--- src/rtl/blink_sequencer.sv ---
// blink_sequencer: drives one LED through a commanded blink pattern.
// A command carries an on-time, an off-time (both in prescaler ticks) and a
// pulse count. The block runs ON/OFF pulses, then an optional forced-dark
// GAP, then returns to IDLE with a one-cycle done_o pulse.
// Optional feature: define BLINK_SEQ_ABORT_EN to add an abort_i input that
// cancels a running pattern without a done_o pulse.

module blink_sequencer #(
  parameter int unsigned PrescaleValue = 100,
  parameter int unsigned CountWidth    = 8,
  parameter int unsigned RepeatWidth   = 4,
  parameter int unsigned GapTicks      = 4
) (
  input  logic                   clk_i,
  input  logic                   rst_ni,
  input  logic                   cmd_valid_i,
  output logic                   cmd_ready_o,
  input  logic [CountWidth-1:0]  cmd_on_ticks_i,
  input  logic [CountWidth-1:0]  cmd_off_ticks_i,
  input  logic [RepeatWidth-1:0] cmd_repeat_i,
`ifdef BLINK_SEQ_ABORT_EN
  input  logic                   abort_i,
`endif
  output logic                   busy_o,
  output logic                   done_o,
  output logic                   led_o
);

  // Prescaler width; a prescale of 1 still needs a one-bit register.
  localparam int unsigned PreW = (PrescaleValue > 1) ? $clog2(PrescaleValue) : 1;

  // The phase tick counter must hold both the command fields and the gap length.
  localparam int unsigned GapW  = (GapTicks > 0) ? $clog2(GapTicks + 1) : 1;
  localparam int unsigned TickW = (CountWidth > GapW) ? CountWidth : GapW;

  localparam logic [PreW-1:0]  PreLast = PreW'(PrescaleValue - 1);
  localparam logic [TickW-1:0] GapLen  = TickW'(GapTicks);

  typedef enum logic [1:0] {
    IDLE = 2'd0,
    ON   = 2'd1,
    OFF  = 2'd2,
    GAP  = 2'd3
  } state_e;

  state_e                 state_q;
  state_e                 state_d;
  logic                   done_q;
  logic                   done_d;

  logic [PreW-1:0]        presc_q;
  logic [TickW-1:0]       tick_cnt_q;
  logic [RepeatWidth-1:0] pulse_cnt_q;

  logic [CountWidth-1:0]  on_q;
  logic [CountWidth-1:0]  off_q;
  logic [RepeatWidth-1:0] rep_q;

  logic                   accept;
  logic                   degenerate;
  logic                   tick;
  logic [TickW-1:0]       phase_len;
  logic                   phase_last;
  logic                   last_pulse;
  logic                   abort_hit;

  assign accept     = cmd_valid_i && (state_q == IDLE);
  assign degenerate = (cmd_on_ticks_i == '0) || (cmd_repeat_i == '0);
  assign tick       = (state_q != IDLE) && (presc_q == PreLast);
  assign last_pulse = (pulse_cnt_q == (rep_q - RepeatWidth'(1)));
  assign phase_last = (tick_cnt_q == (phase_len - TickW'(1)));

`ifdef BLINK_SEQ_ABORT_EN
  assign abort_hit = abort_i && (state_q != IDLE);
`else
  assign abort_hit = 1'b0;
`endif

  assign cmd_ready_o = (state_q == IDLE);
  assign busy_o      = (state_q != IDLE);
  assign led_o       = (state_q == ON);
  assign done_o      = done_q;

  // Length of the current phase in ticks; a zero off-time is stretched to one
  // tick so consecutive pulses never merge into one long pulse.
  always_comb begin
    phase_len = '0;
    case (state_q)
      ON:      phase_len = TickW'(on_q);
      OFF:     phase_len = (off_q == '0) ? TickW'(1) : TickW'(off_q);
      GAP:     phase_len = GapLen;
      default: phase_len = '0;
    endcase
  end

  // Next-state and completion logic; abort overrides any phase transition.
  always_comb begin
    state_d = state_q;
    done_d  = 1'b0;
    case (state_q)
      IDLE: begin
        if (accept) begin
          if (degenerate) begin
            done_d = 1'b1;
          end else begin
            state_d = ON;
          end
        end
      end
      ON: begin
        if (tick && phase_last) begin
          state_d = OFF;
        end
      end
      OFF: begin
        if (tick && phase_last) begin
          if (!last_pulse) begin
            state_d = ON;
          end else if (GapTicks > 0) begin
            state_d = GAP;
          end else begin
            state_d = IDLE;
            done_d  = 1'b1;
          end
        end
      end
      GAP: begin
        if (tick && phase_last) begin
          state_d = IDLE;
          done_d  = 1'b1;
        end
      end
      default: begin
        state_d = IDLE;
      end
    endcase
    if (abort_hit) begin
      state_d = IDLE;
      done_d  = 1'b0;
    end
  end

  // State register and registered completion pulse.
  always_ff @(posedge clk_i or negedge rst_ni) begin
    if (!rst_ni) begin
      state_q <= IDLE;
      done_q  <= 1'b0;
    end else begin
      state_q <= state_d;
      done_q  <= done_d;
    end
  end

  // Capture the command fields when a command is accepted.
  always_ff @(posedge clk_i or negedge rst_ni) begin
    if (!rst_ni) begin
      on_q  <= '0;
      off_q <= '0;
      rep_q <= '0;
    end else if (accept) begin
      on_q  <= cmd_on_ticks_i;
      off_q <= cmd_off_ticks_i;
      rep_q <= cmd_repeat_i;
    end
  end

  // Prescaler: held at zero in IDLE so every pattern starts on a fresh tick.
  always_ff @(posedge clk_i or negedge rst_ni) begin
    if (!rst_ni) begin
      presc_q <= '0;
    end else if ((state_q == IDLE) || (state_d == IDLE) || tick) begin
      presc_q <= '0;
    end else begin
      presc_q <= presc_q + PreW'(1);
    end
  end

  // Ticks elapsed in the current phase; restarts on every phase change.
  always_ff @(posedge clk_i or negedge rst_ni) begin
    if (!rst_ni) begin
      tick_cnt_q <= '0;
    end else if ((state_q == IDLE) || (state_d != state_q)) begin
      tick_cnt_q <= '0;
    end else if (tick) begin
      tick_cnt_q <= tick_cnt_q + TickW'(1);
    end
  end

  // Completed OFF phases that lead into another pulse.
  always_ff @(posedge clk_i or negedge rst_ni) begin
    if (!rst_ni) begin
      pulse_cnt_q <= '0;
    end else if (state_d == IDLE) begin
      pulse_cnt_q <= '0;
    end else if ((state_q == OFF) && (state_d == ON)) begin
      pulse_cnt_q <= pulse_cnt_q + RepeatWidth'(1);
    end
  end

endmodule

--- config.mk ---
export PLATFORM = sky130hd
export DESIGN_NAME = blink_sequencer
export DESIGN_NICKNAME = d
export VERILOG_FILES = /design/src/rtl/blink_sequencer.sv
export SDC_FILE = /design/constraint.sdc
export NUM_CORES = 1
export LEC_CHECK = 0
export ABC_AREA = 0
export CAP_MARGIN = 10
export CORE_ASPECT_RATIO = 1.4
export CORE_MARGIN = 2
export CORE_UTILIZATION = 30
export DETAILED_ROUTE_END_ITERATION = 6
export PLACE_DENSITY = 0.56
export SYNTH_ARGS = -nofsm -noshare
export SYNTH_HDL_FRONTEND = slang
export SYNTH_SLANG_ARGS = --single-unit
--- constraint.sdc ---
create_clock -name clk_i -period 5.55 [get_ports clk_i]
set_input_delay 1.11 -clock clk_i [delete_from_list [all_inputs] [get_ports clk_i]]
set_output_delay 1.11 -clock clk_i [all_outputs]
set_load 0.03 [all_outputs]
# Yosys cells after proc, flatten, opt, wreduce, memory -nomap -nowiden
# Index checks and enable logic that the tools add are counted.
[totals] regBits=42 word_cells=55 out_inout_bits=4 input_bits=23
[op_classes] eq_ne=8 reduce_logical=16 n_mux=18 addsub=5
[op_table] op="8-bit 2-to-1 mux" n=3
[op_table] op="8-bit case mux with 3 select lines" n=1
[op_table] op="8-bit zero test" n=2
[op_table] op="2-bit 2-to-1 mux" n=6
[op_table] op="8-bit by 1-bit adder with 8-bit output, second input constant" n=1
[op_table] op="8-bit equality test" n=1
[op_table] op="4-bit 2-to-1 mux" n=2
[op_table] op="2-bit case mux with 4 select lines" n=1
[op_table] op="8-bit by 1-bit subtractor with 8-bit output, second input constant" n=1
[op_table] op="7-bit by 1-bit adder with 7-bit output, second input constant" n=1
[op_table] op="7-bit equality test, second input constant" n=1
[op_table] op="7-bit 2-to-1 mux" n=1
[op_table] op="2-bit nonzero test" n=3
[op_table] op="4-bit by 1-bit adder with 4-bit output, second input constant" n=1
[op_table] op="2-bit by 1-bit equality test with 1-bit output, second input constant" n=2
[op_table] op="2-bit equality test, second input constant" n=2
[op_table] op="4-bit equality test" n=1
[op_table] op="1-bit logical AND" n=4
[op_table] op="2-bit zero test" n=2
[op_table] op="4-bit zero test" n=1
[op_table] op="1-bit logical OR" n=4
[op_table] op="4-bit by 1-bit subtractor with 4-bit output, second input constant" n=1
[op_table] op="1-bit 2-to-1 mux" n=3
[op_table] op="2-bit inequality test" n=1
[op_table] op="1-bit case mux with 2 select lines" n=1

# Depth between registers and ports, before layout
[depth] word_depth=12 depth_mapped=15

# Worst setup path before layout
# OpenSTA, ideal clock, no wires.
[synth_timing] kind="register to register" from="register state_q[0]" to="register pulse_cnt_q[2]" path_buffers=2 path_stages_with_launch=15 synth_period_minus_slack_ns=3.993 setup_slack_ns=1.557 t_arrival_ns=3.924 t_required_ns=5.481 cell_sequence="dfrtp_1 > inv_1 > ha_1 > clkbuf_1 > clkbuf_1 > or2_2 > ha_1 > o21ai_0 > or3_1 > a221oi_1 > o211ai_1 > o31a_1 > a221o_1 > or4b_1 > nand3_1"
[synth_via] word_cells_on_any_way=22
[synth_lines] element="start, declared" line="46" source="state_e state_q;"
[synth_lines] element="start signal, assigned" line="149" source="state_q <= state_d;"
[synth_lines] element="2-bit zero test *"
[synth_lines] element="named net cmd_ready_o" line="17" source="output logic cmd_ready_o,"
[synth_lines] element="1-bit logical AND" line="67" source="assign accept = cmd_valid_i && (state_q == IDLE);"
[synth_lines] element="2-bit 2-to-1 mux" line="102" source="if (accept) begin"
[synth_lines] element="2-bit case mux with 4 select lines *" line="100" source="case (state_q)"
[synth_lines] element="named net state_d[1]" line="47" source="state_e state_d;"
[synth_lines] element="2-bit by 1-bit equality test with 1-bit output" line="195" source="end else if ((state_q == OFF) && (state_d == ON)) begin"
[synth_lines] element="1-bit logical AND" line="195"
[synth_lines] element="2-bit nonzero test (no source line)"
[synth_lines] element="end signal, assigned" line="196" source="pulse_cnt_q <= pulse_cnt_q + RepeatWidth'(1);"
[synth_lines] element="end, declared" line="53" source="logic [RepeatWidth-1:0] pulse_cnt_q;"
# The timed path passes the listed nets; every way through them passes the cells marked *.
# A chain may end at the register's enable or synchronous reset.

# Final worst setup path
[layout_timing] from="register state_q[1]" to="register presc_q[2]"
[layout_via] elab_chain_cells=11 word_cells_on_any_way=21
[layout_lines] element="2-bit equality test / 2-bit by 1-bit equality test with 1-bit output (equally long branches)" line="88, 100"
[layout_lines] element="8-bit case mux with 3 select lines" line="88" source="case (state_q)"
[layout_lines] element="8-bit by 1-bit subtractor with 8-bit output" line="71" source="assign phase_last = (tick_cnt_q == (phase_len - TickW'(1)));"
[layout_lines] element="8-bit equality test" line="71"
[layout_lines] element="1-bit logical AND" line="111, 116, 128"
[layout_lines] element="2-bit 2-to-1 mux, on equally long branches" line="128, 111, 116"
[layout_lines] element="2-bit case mux with 4 select lines *" line="100"
[layout_lines] element="named net state_d[1]" line="47"
[layout_lines] element="2-bit zero test *" line="171" source="end else if ((state_q == IDLE) || (state_d == IDLE) || tick) begin"
[layout_lines] element="1-bit logical OR * (2 in a row)" line="171"
[layout_lines] element="7-bit 2-to-1 mux *" line="171"
[layout_lines] element="end signal, assigned" line="174" source="presc_q <= presc_q + PreW'(1);"
[layout_lines] element="end, declared" line="51" source="logic [PreW-1:0] presc_q;"
# Marked as above.

==> run summary <==
Status -> completed
Setup CP Type -> reg2reg
# DRC -> 0
Area taken by flip-flops and latches -> 1051 um2
Detail Placement HPWL -> 3894 um
Final Hold Viols -> 0
CP Data Arrival Time -> 4250 ps
Slowest-stage cell, CP -> ha_1
Final GP Congestion -> 0.8515
Post-cts sizing count -> 0
Critical Path Fanout Max -> 13
Post-synthesis sequential area ratio -> 42.38%
Total power -> 0.001331 W
Setup repair bufs after CTS -> 0
DIE WIDTH -> 80.84 um
Crit. End Element -> register
Multi-input gate area -> 1349 um2
Die height -> 111.6 um
N_diodes -> 0
Fin Clk Skew -> 1.953 ps
GRT Total Usage -> 12.59%
Unrepaired setup endpoints after global routing -> no
CTS tree -> yes
Async SR Flop Fraction -> 100.0%
Largest net degree at the start of global routing -> 43
Slew Limit Fails -> 0
Nets -> 300
Maxcap violations -> 0
Detailed Route WL -> 5169 um
# hold bufs at CTS -> 0
#FFs+latches synth -> 42
Core box area -> 8100 um2
Met2 usage -> 20.83%
Mapped cell area -> 2480 um2
Initial antenna violation count -> 0
Max incr delay on CP -> 540 ps
Busiest grt layer -> met2
CP Launch Type -> register
TritonCTS buffer count -> 5
Clock-pin slew on the worst setup and hold paths -> 60 ps
Hold Crit Class -> reg2reg
Cells after synthesis -> 243
Pwr dens -> 448.0 nW/um2
Initial Util -> 30.61%
Normalized max-slew margin -> 38.09%
Clk sinks -> 42
Clock Tree Buf Depth -> 2
Tmin final -> 4105 ps
Syn Nets -> 275
Mapped Avg Cell Area -> 10.21 um2
Wire per inst -> 13.93 um
GRT overflow -> 0
First-pass GRT wire length -> 8921 um
Root Driver -> clkbuf_16
GR Util met3 -> 2.836%
Met1 usage -> 15.51%
Yosys warns -> 0
Maximum vdd drop -> 287.9 uV
Rows -> 39
Crit path max-delay family -> compound AO/OA/AOI/OAI gates
Post-route ant nets -> 0
IO buf count -> 26
Primary FF master, synth -> dfrtp_1
# setup viols final -> 0
Via density -> 5.143
Worst path required time -> 5700 ps
Slew at the pin closest to its max-slew limit -> 928.6 ps
Total negative slack -> 0 ps
DRT Pass-1 Iters -> 4
Die ar. -> 9020 um2
CP Buf/Inv Count -> 1
Min Hold Slack -> 473.8 ps
Vias in the first global route -> 1,898
Commonest non-fill, non-tap cell in the layout -> dfrtp_1
DR iter-0 viols -> 65
Detailed-route via count -> 1,908
Post-synth EDFFs -> 0
Yosys cell types -> 50
Achievable clock frequency -> 243.6 MHz
Placed Area -> 2824 um2
Proportion of layout cells with a drive suffix above 1 -> 14.50%
IO Count -> 27
Max H-tree Level -> 2
Worst path cell trace -> inv_1 -> ha_1 -> a221oi_1 -> or3_1 -> ha_1 -> xor2_1 -> nand2_1 -> a221oi_1 -> o211ai_1 -> o31a_1 -> a221o_1 -> o21ai_1 -> nor3_1
Final Core Density -> 36.69%
Layout area overhead -> 19.83%
Commonest non-fill, non-tap cells in the layout -> 42 x dfrtp_1, 28 x nor2_1, 25 x clkdlybuf4s50_1
Clk_lat worst skew -> 280 ps
Post-route cell area -> 2972 um2
Fillers -> 877
Final period utilization -> 73.96%
Lkg Pwr -> 1.219 nW
==> cell usage after synthesis, types with 2 or more instances <==
master / number / area, um2
nand4_1: 3 / 18.77
a21oi_1: 9 / 45.04
and3_1: 4 / 25.02
o21ai_0: 4 / 20.02
inv_1: 9 / 33.78
xor2_1: 13 / 113.9
or2_2: 2 / 12.51
nand2_1: 9 / 33.78
a211oi_1: 3 / 22.52
mux2i_1: 2 / 20.02
a22oi_1: 4 / 30.03
a221oi_1: 2 / 17.52
nor2_1: 28 / 105.1
nor4_1: 6 / 37.54
a31oi_1: 2 / 12.51
xnor2_1: 13 / 113.9
clkbuf_1: 6 / 22.52
nand3_1: 8 / 40.04
a22oi_2: 2 / 25.02
nor3_1: 14 / 70.07
or3_1: 3 / 18.77
ha_1: 9 / 112.6
mux2_2: 20 / 225.2
dfrtp_1: 42 / 1051
==> final cells by class <==
type	instances	area share, %
multi-input combinational	183	45.39
tap	102	4.295
clock buffer	7	4.800
timing repair buffer	27	8.842
inverter	9	1.137
clock inverter	1	0.1684
sequential	42	35.37
==> routing by layer <==
metal	vias to the layer above	part of all wire (%)	wire, um
li1	929	-	-
met4	0	2.2	113
met3	7	4.1	210
met1	924	42	2179
met5	-	0	0
met2	48	52	2665
==> metrics by stage <==
stage,instances,worst slack [ps]
floorplan,243,1557
global route,371,1064
global placement,363,1558
CTS,371,1434
detailed placement,363,1469
finish,371,1445
==> worst reg2reg max path, delay by kind of cell, from the launching register on <==
kind / cells / cell delay, ps
and+or+nand+nor: 3 / 600
DFF: 1 / 410
adders and majority gates: 2 / 870
AOI/OAI and AO/OA: 6 / 1770
buffers and inverters: 1 / 160
xor gates and xnor gates: 1 / 160
==> path summary, 6_finish.rpt <==
path / slack (ps) / cells after the start / start / to
setup / recovery: 1450 / 13 / state_q[1]$_DFF_PN0_ / presc_q[2]$_DFF_PN0_
setup reg to reg: 1450 / 13 / state_q[1]$_DFF_PN0_ / presc_q[2]$_DFF_PN0_
max in group asynchronous: 4010 / 1 / rst_ni / tick_cnt_q[1]$_DFFE_PN0P_
min in group asynchronous: 970 / 1 / rst_ni / pulse_cnt_q[1]$_DFFE_PN0P_
hold reg to reg: 470 / 1 / presc_q[0]$_DFF_PN0_ / presc_q[0]$_DFF_PN0_
hold / removal: 470 / 1 / presc_q[0]$_DFF_PN0_ / presc_q[0]$_DFF_PN0_
==> cell families after synthesis <==
| kind of cell | synth area share, % |
|---|---|
| AND/OR/NAND/NOR | 17.36 |
| flip-flops | 42.38 |
| AO/OA/AOI/OAI | 13.42 |
| XOR/XNOR | 9.183 |
| multiplexers | 9.889 |
| buffers and inverters | 3.229 |
| adder cells (fa/ha/maj) | 4.541 |
==> flip-flops by register name, indices dropped and copies added, names as in the netlist <==
name         flops
tick_cnt_q       8
pulse_cnt_q      4
off_q            8
on_q             8
done_o           1
state_q          2
presc_q          7
rep_q            4
==> power by group <==
part           switching [W]  leakage [nW]  internal, W
Sequential         0.0000714         0.538     0.000390
Combinational       0.000313         0.607     0.000268
Clock               0.000111        0.0739     0.000178
Power figures use the tool's default switching activity.
==> patch 1, RTL diff (config.mk and constraints unchanged) <==
Re-encode `state_e` (4 states) as one-hot, 4 bits wide.
--- a/src/rtl/blink_sequencer.sv
+++ b/src/rtl/blink_sequencer.sv
@@ -36,11 +36,11 @@
   localparam logic [PreW-1:0]  PreLast = PreW'(PrescaleValue - 1);
   localparam logic [TickW-1:0] GapLen  = TickW'(GapTicks);
 
-  typedef enum logic [1:0] {
-    IDLE = 2'd0,
-    ON   = 2'd1,
-    OFF  = 2'd2,
-    GAP  = 2'd3
+  typedef enum logic [3:0] {
+    IDLE = 4'b0001,
+    ON   = 4'b0010,
+    OFF  = 4'b0100,
+    GAP  = 4'b1000
   } state_e;
 
   state_e                 state_q;
Formal check against the unedited RTL: no difference found for any inputs over 10 cycles, from zero or initial values and one cycle with rst_ni low; not proved beyond that.
==> patch 1 against the unedited design <==
Cell area up 3.4%; sequential cell count rose by 2; cell count rose by 0.27%; worst hold slack got worse by 0.011 ns; routed wire length is 6.8% higher; sequential share of layout area increased by 0.50 points; area after synthesis increased by 4.4%; setup slack improved by 0.33 ns; clock skew up 0.00091 ns; critical path type is now flip-flop to output port.
Power is not compared: it rests on default switching activity, and its combinational part moved more than twofold at a synthesized area within 25%.
==> patch 1: results (changes against the unedited design) <==
| Metric | Value |
|---|---|
| Syn_nets | `271 (-1.5%)` |
| Final period util | `68.0% (-6.0 points)` |
| Global-route wire length before repair | `9510 um (+6.6%)` |
| Cell Count, Final, Fillers Out | `372 (+0.27%)` |
| Vias | `1886 (-1.2%)` |
| Starting DRC count in detailed routing | `67 (+3.1%)` |
| Avg WL per Cell | `14.8 um (+6.6%)` |
| Commonest cells in the netlist | `43 x dfrtp_1, 21 x mux2_2, 21 x nor2_1, 14 x xor2_1, 13 x nand2_1` |
| Crit-path max FO | `21 (+8)` |
| Clk_skew | `0.00287 ns (+0.000913 ns)` |
| All-Layer GR Usage | `13.0% (+0.41 points)` |
| Pre-CTS setup slack | `1.96 ns (+0.490 ns)` |
| Placed instance area | `2910 um^2 (+3.0%)` |
| WHS | `0.463 ns (-0.0110 ns)` |
| Largest net degree at the start of global routing | `45 (+4.7%)` |
| Fillers | `871 (-0.68%)` |
| Hpwl dp | `4070 um (+4.5%)` |
| Nets | `294 (-2.0%)` |
| Data arrival, critical path | `2.66 ns (-1.59 ns)` |
| Placed cell count | `364 (+0.28%)` |
| Synth top area cells | `dfrtp_1 42%, mux2_2 9.1%, xor2_1 4.7%` |
| Cell variety after synth | `51 (+2.0%)` |
| Status | `complete, no violations` |
| Share of cells above drive strength 1 | `16.1% (+1.6 points)` |
| Placer's final routability congestion estimate | `0.791 (-7.1%)` |
-- patch 1: worst max-delay path, stage by stage, from the launching register on --
cell             delay (ns)
dfrtp_1                0.58
nor4b_1                0.97
clkdlybuf4s50_1        0.83
-- patch 1: worst paths after layout --
kind / end / cells after the start
setup / recovery: cmd_ready_o / 2
hold / removal: presc_q[0] / 1
min in group asynchronous: tick_cnt_q[0] / 1
setup reg to reg: pulse_cnt_q[2] / 7
max in group asynchronous: off_q[5] / 1
hold reg to reg: presc_q[0] / 1
-- patch 1: area by class of cell --
type                            instances  area, um^2  area share (%)
Clock inverter                          2        35.0            1.14
Multi-Input combinational cell        183        1400            45.5
Timing Repair Buffer                   26         255            8.31
Inverter                                6        22.5           0.733
Tap cell                              105         131            4.28
Clock buffer                            6         129            4.19
Sequential cell                        44        1100            35.9
-- patch 1: cell families (layout without fill, tap and decap cells) --
logic type      after synthesis  after routing  synth area share (%)
simple gates                 97             97                  21.7
flops                        44             44                  42.6
compound gates               29             29                  9.66
mux                          27             27                  11.4
xor+xnor                     25             25                  8.74
buf+inv                      16             40                  3.48
fa+ha+maj                     5              5                  2.42
-- patch 1: routing by layer --
layer | global-route usage [%] | vias to the layer above | wire length (um)
li1 | - | 916 | -
met1 | 16.2 | 927 | 2410
met2 | 22.1 | 34 | 2720
met3 | 2.14 | 9 | 217
met4 | 4.92 | 0 | 175
met5 | 0 | - | 0
-- patch 1: power groups by stage --
stage          Clock (mW)  Combinational [mW]  Sequential, mW
2_1_floorplan           0            0.000613           0.327
3_3_place_gp            0              0.0247           0.327
3_5_place_dp            0              0.0245           0.327
4_1_cts             0.340              0.0247           0.321
5_1_grt             0.351              0.0264           0.320
6_report            0.328              0.0237           0.321
==> patch 2, RTL diff (config.mk and constraints unchanged) <==
Without the edit above. The parameter `RepeatWidth` goes from 4 to 6.
--- a/src/rtl/blink_sequencer.sv
+++ b/src/rtl/blink_sequencer.sv
@@ -8,7 +8,7 @@
 module blink_sequencer #(
   parameter int unsigned PrescaleValue = 100,
   parameter int unsigned CountWidth    = 8,
-  parameter int unsigned RepeatWidth   = 4,
+  parameter int unsigned RepeatWidth   = 6,
   parameter int unsigned GapTicks      = 4
 ) (
   input  logic                   clk_i,
Interface: changed (resized cmd_repeat_i); port bits go from 27 to 29. No check against the original RTL was run, so the function may have changed too.
==> patch 2 against the unedited design <==
Fmax decreased by 4.9%; clock skew increased by 0.0042 ns; cell area increased by 13%; area after synthesis increased by 11%; cell count increased by 11%; critical path type unchanged; setup slack got worse by 0.21 ns; largest power group unchanged; power increased by 20%; critical path depth increased by 1; routed wire length increased by 20%; non-clock buffer count increased by 2; sequential cell count increased by 4; sequential power increased by 14%; highest routed layer unchanged.
==> patch 2: results (changes against the unedited design) <==
| Metric | Value |
|---|---|
| Status | `complete, no violations` |
| Syn_nets | `310 (+13%)` |
| Non-Clock Buffer Area Fraction | `8.44% (-0.40 points)` |
| Nets | `339 (+13%)` |
| Worst vdd ir | `243 uV (-15%)` |
| Vias per cell | `5.38 (+4.7%)` |
| Sw frac | `37.5% (+0.23 points)` |
| Largest net degree at the start of global routing | `47 (+9.3%)` |
| Hpwl dp | `4650 um (+19%)` |
| Crit-path max FO | `20 (+7)` |
| Leakage | `1.30 nW (+6.8%)` |
| Multi-input comb cells | `214 (+17%)` |
| Starting DRC count in detailed routing | `96 (+48%)` |
| Seq pwr share | `33.0% (-1.6 points)` |
| Synth Register Bits | `46 (+9.5%)` |
| Clk_skew | `0.00617 ns (+0.00422 ns)` |
| Placer's final routability congestion estimate | `0.858 (+0.79%)` |
| Pre-CTS setup slack | `1.24 ns (-0.228 ns)` |
| Plain + repair buffers | `29 (+7.4%)` |
| Rel. slew slack | `30.2% (-7.9 points)` |
| Commonest cells in the netlist | `46 x dfrtp_1, 24 x mux2_2, 24 x nor2_1, 16 x o21ai_0, 15 x xnor2_1` |
| Global-route wire length before repair | `10800 um (+21%)` |
| Register area share after synthesis | `41.7% (-0.71 points)` |
| ANT nets after route | `0 (unchanged)` |
| Clock group | `0.398 mW (+37%)` |
| WL final | `6200 um (+20%)` |
| Clkbuf count | `6 (-1)` |
| Register area | `1150 um^2 (+9.5%)` |
| ClkCell Share | `5.94% (+0.97 points)` |
| Fraction of area in multi-input gates | `46.2% (+0.86 points)` |
| Synth top area cells | `dfrtp_1 42%, mux2_2 9.8%, xnor2_1 4.8%` |
-- patch 2: cells by family (layout without fill, tap and decap cells) --
family                   Yosys count  after routing  share of synthesized area [%]
multiplexers                      29             29                           11.6
adder cells (fa/ha/maj)            9              9                           4.08
AND/OR/NAND/NOR                   87             87                           17.1
XOR/XNOR                          26             26                           8.24
flip-flops                        46             46                           41.7
buffers and inverters             16             46                           2.26
AO/OA/AOI/OAI                     63             63                           15.0
-- patch 2: stage by stage --
stage	cells	hold WS, ns	cell area (um^2)	utilization (%)	power, mW
after floorplan	276	0.467	2760	-	1.03
after global placement	405	0.492	3150	35.1	1.20
after detailed placement	405	0.494	3150	35.1	1.21
after CTS	413	0.509	3350	37.3	1.61
after global routing	413	0.539	3350	37.3	1.72
final	413	0.504	3350	37.3	1.60
-- patch 2: worst paths after layout --
kind	startpoint	end	slack, ns	cells past startpoint
setup / recovery	state_q[0]	pulse_cnt_q[5]	1.24	14
hold / removal	presc_q[0]	presc_q[0]	0.50	1
setup reg to reg	state_q[0]	pulse_cnt_q[5]	1.24	14
hold reg to reg	presc_q[0]	presc_q[0]	0.50	1
max in group asynchronous	rst_ni	on_q[5]	3.90	1
min in group asynchronous	rst_ni	pulse_cnt_q[4]	1.00	1
-- patch 2: worst max-delay path, stage by stage (launching register included) --
cell	delay (ns)
dfrtp_1	0.47
inv_1	0.15
ha_1	0.59
nor2_1	0.14
nand2_1	0.16
ha_1	0.23
a21boi_0	0.27
nand4_1	0.17
o21ba_2	0.22
o22ai_1	0.22
nor2_1	0.10
nor4_4	0.47
mux2i_1	0.32
or4_1	0.56
a21oi_1	0.16
-- patch 2: routing by layer --
metal,track usage [%],wire [um],part of all wire (%)
met5,0,0,0
met4,6.25,160,2.6
met2,22.1,3090,50
met1,16.7,2740,44
met3,2.73,210,3.4
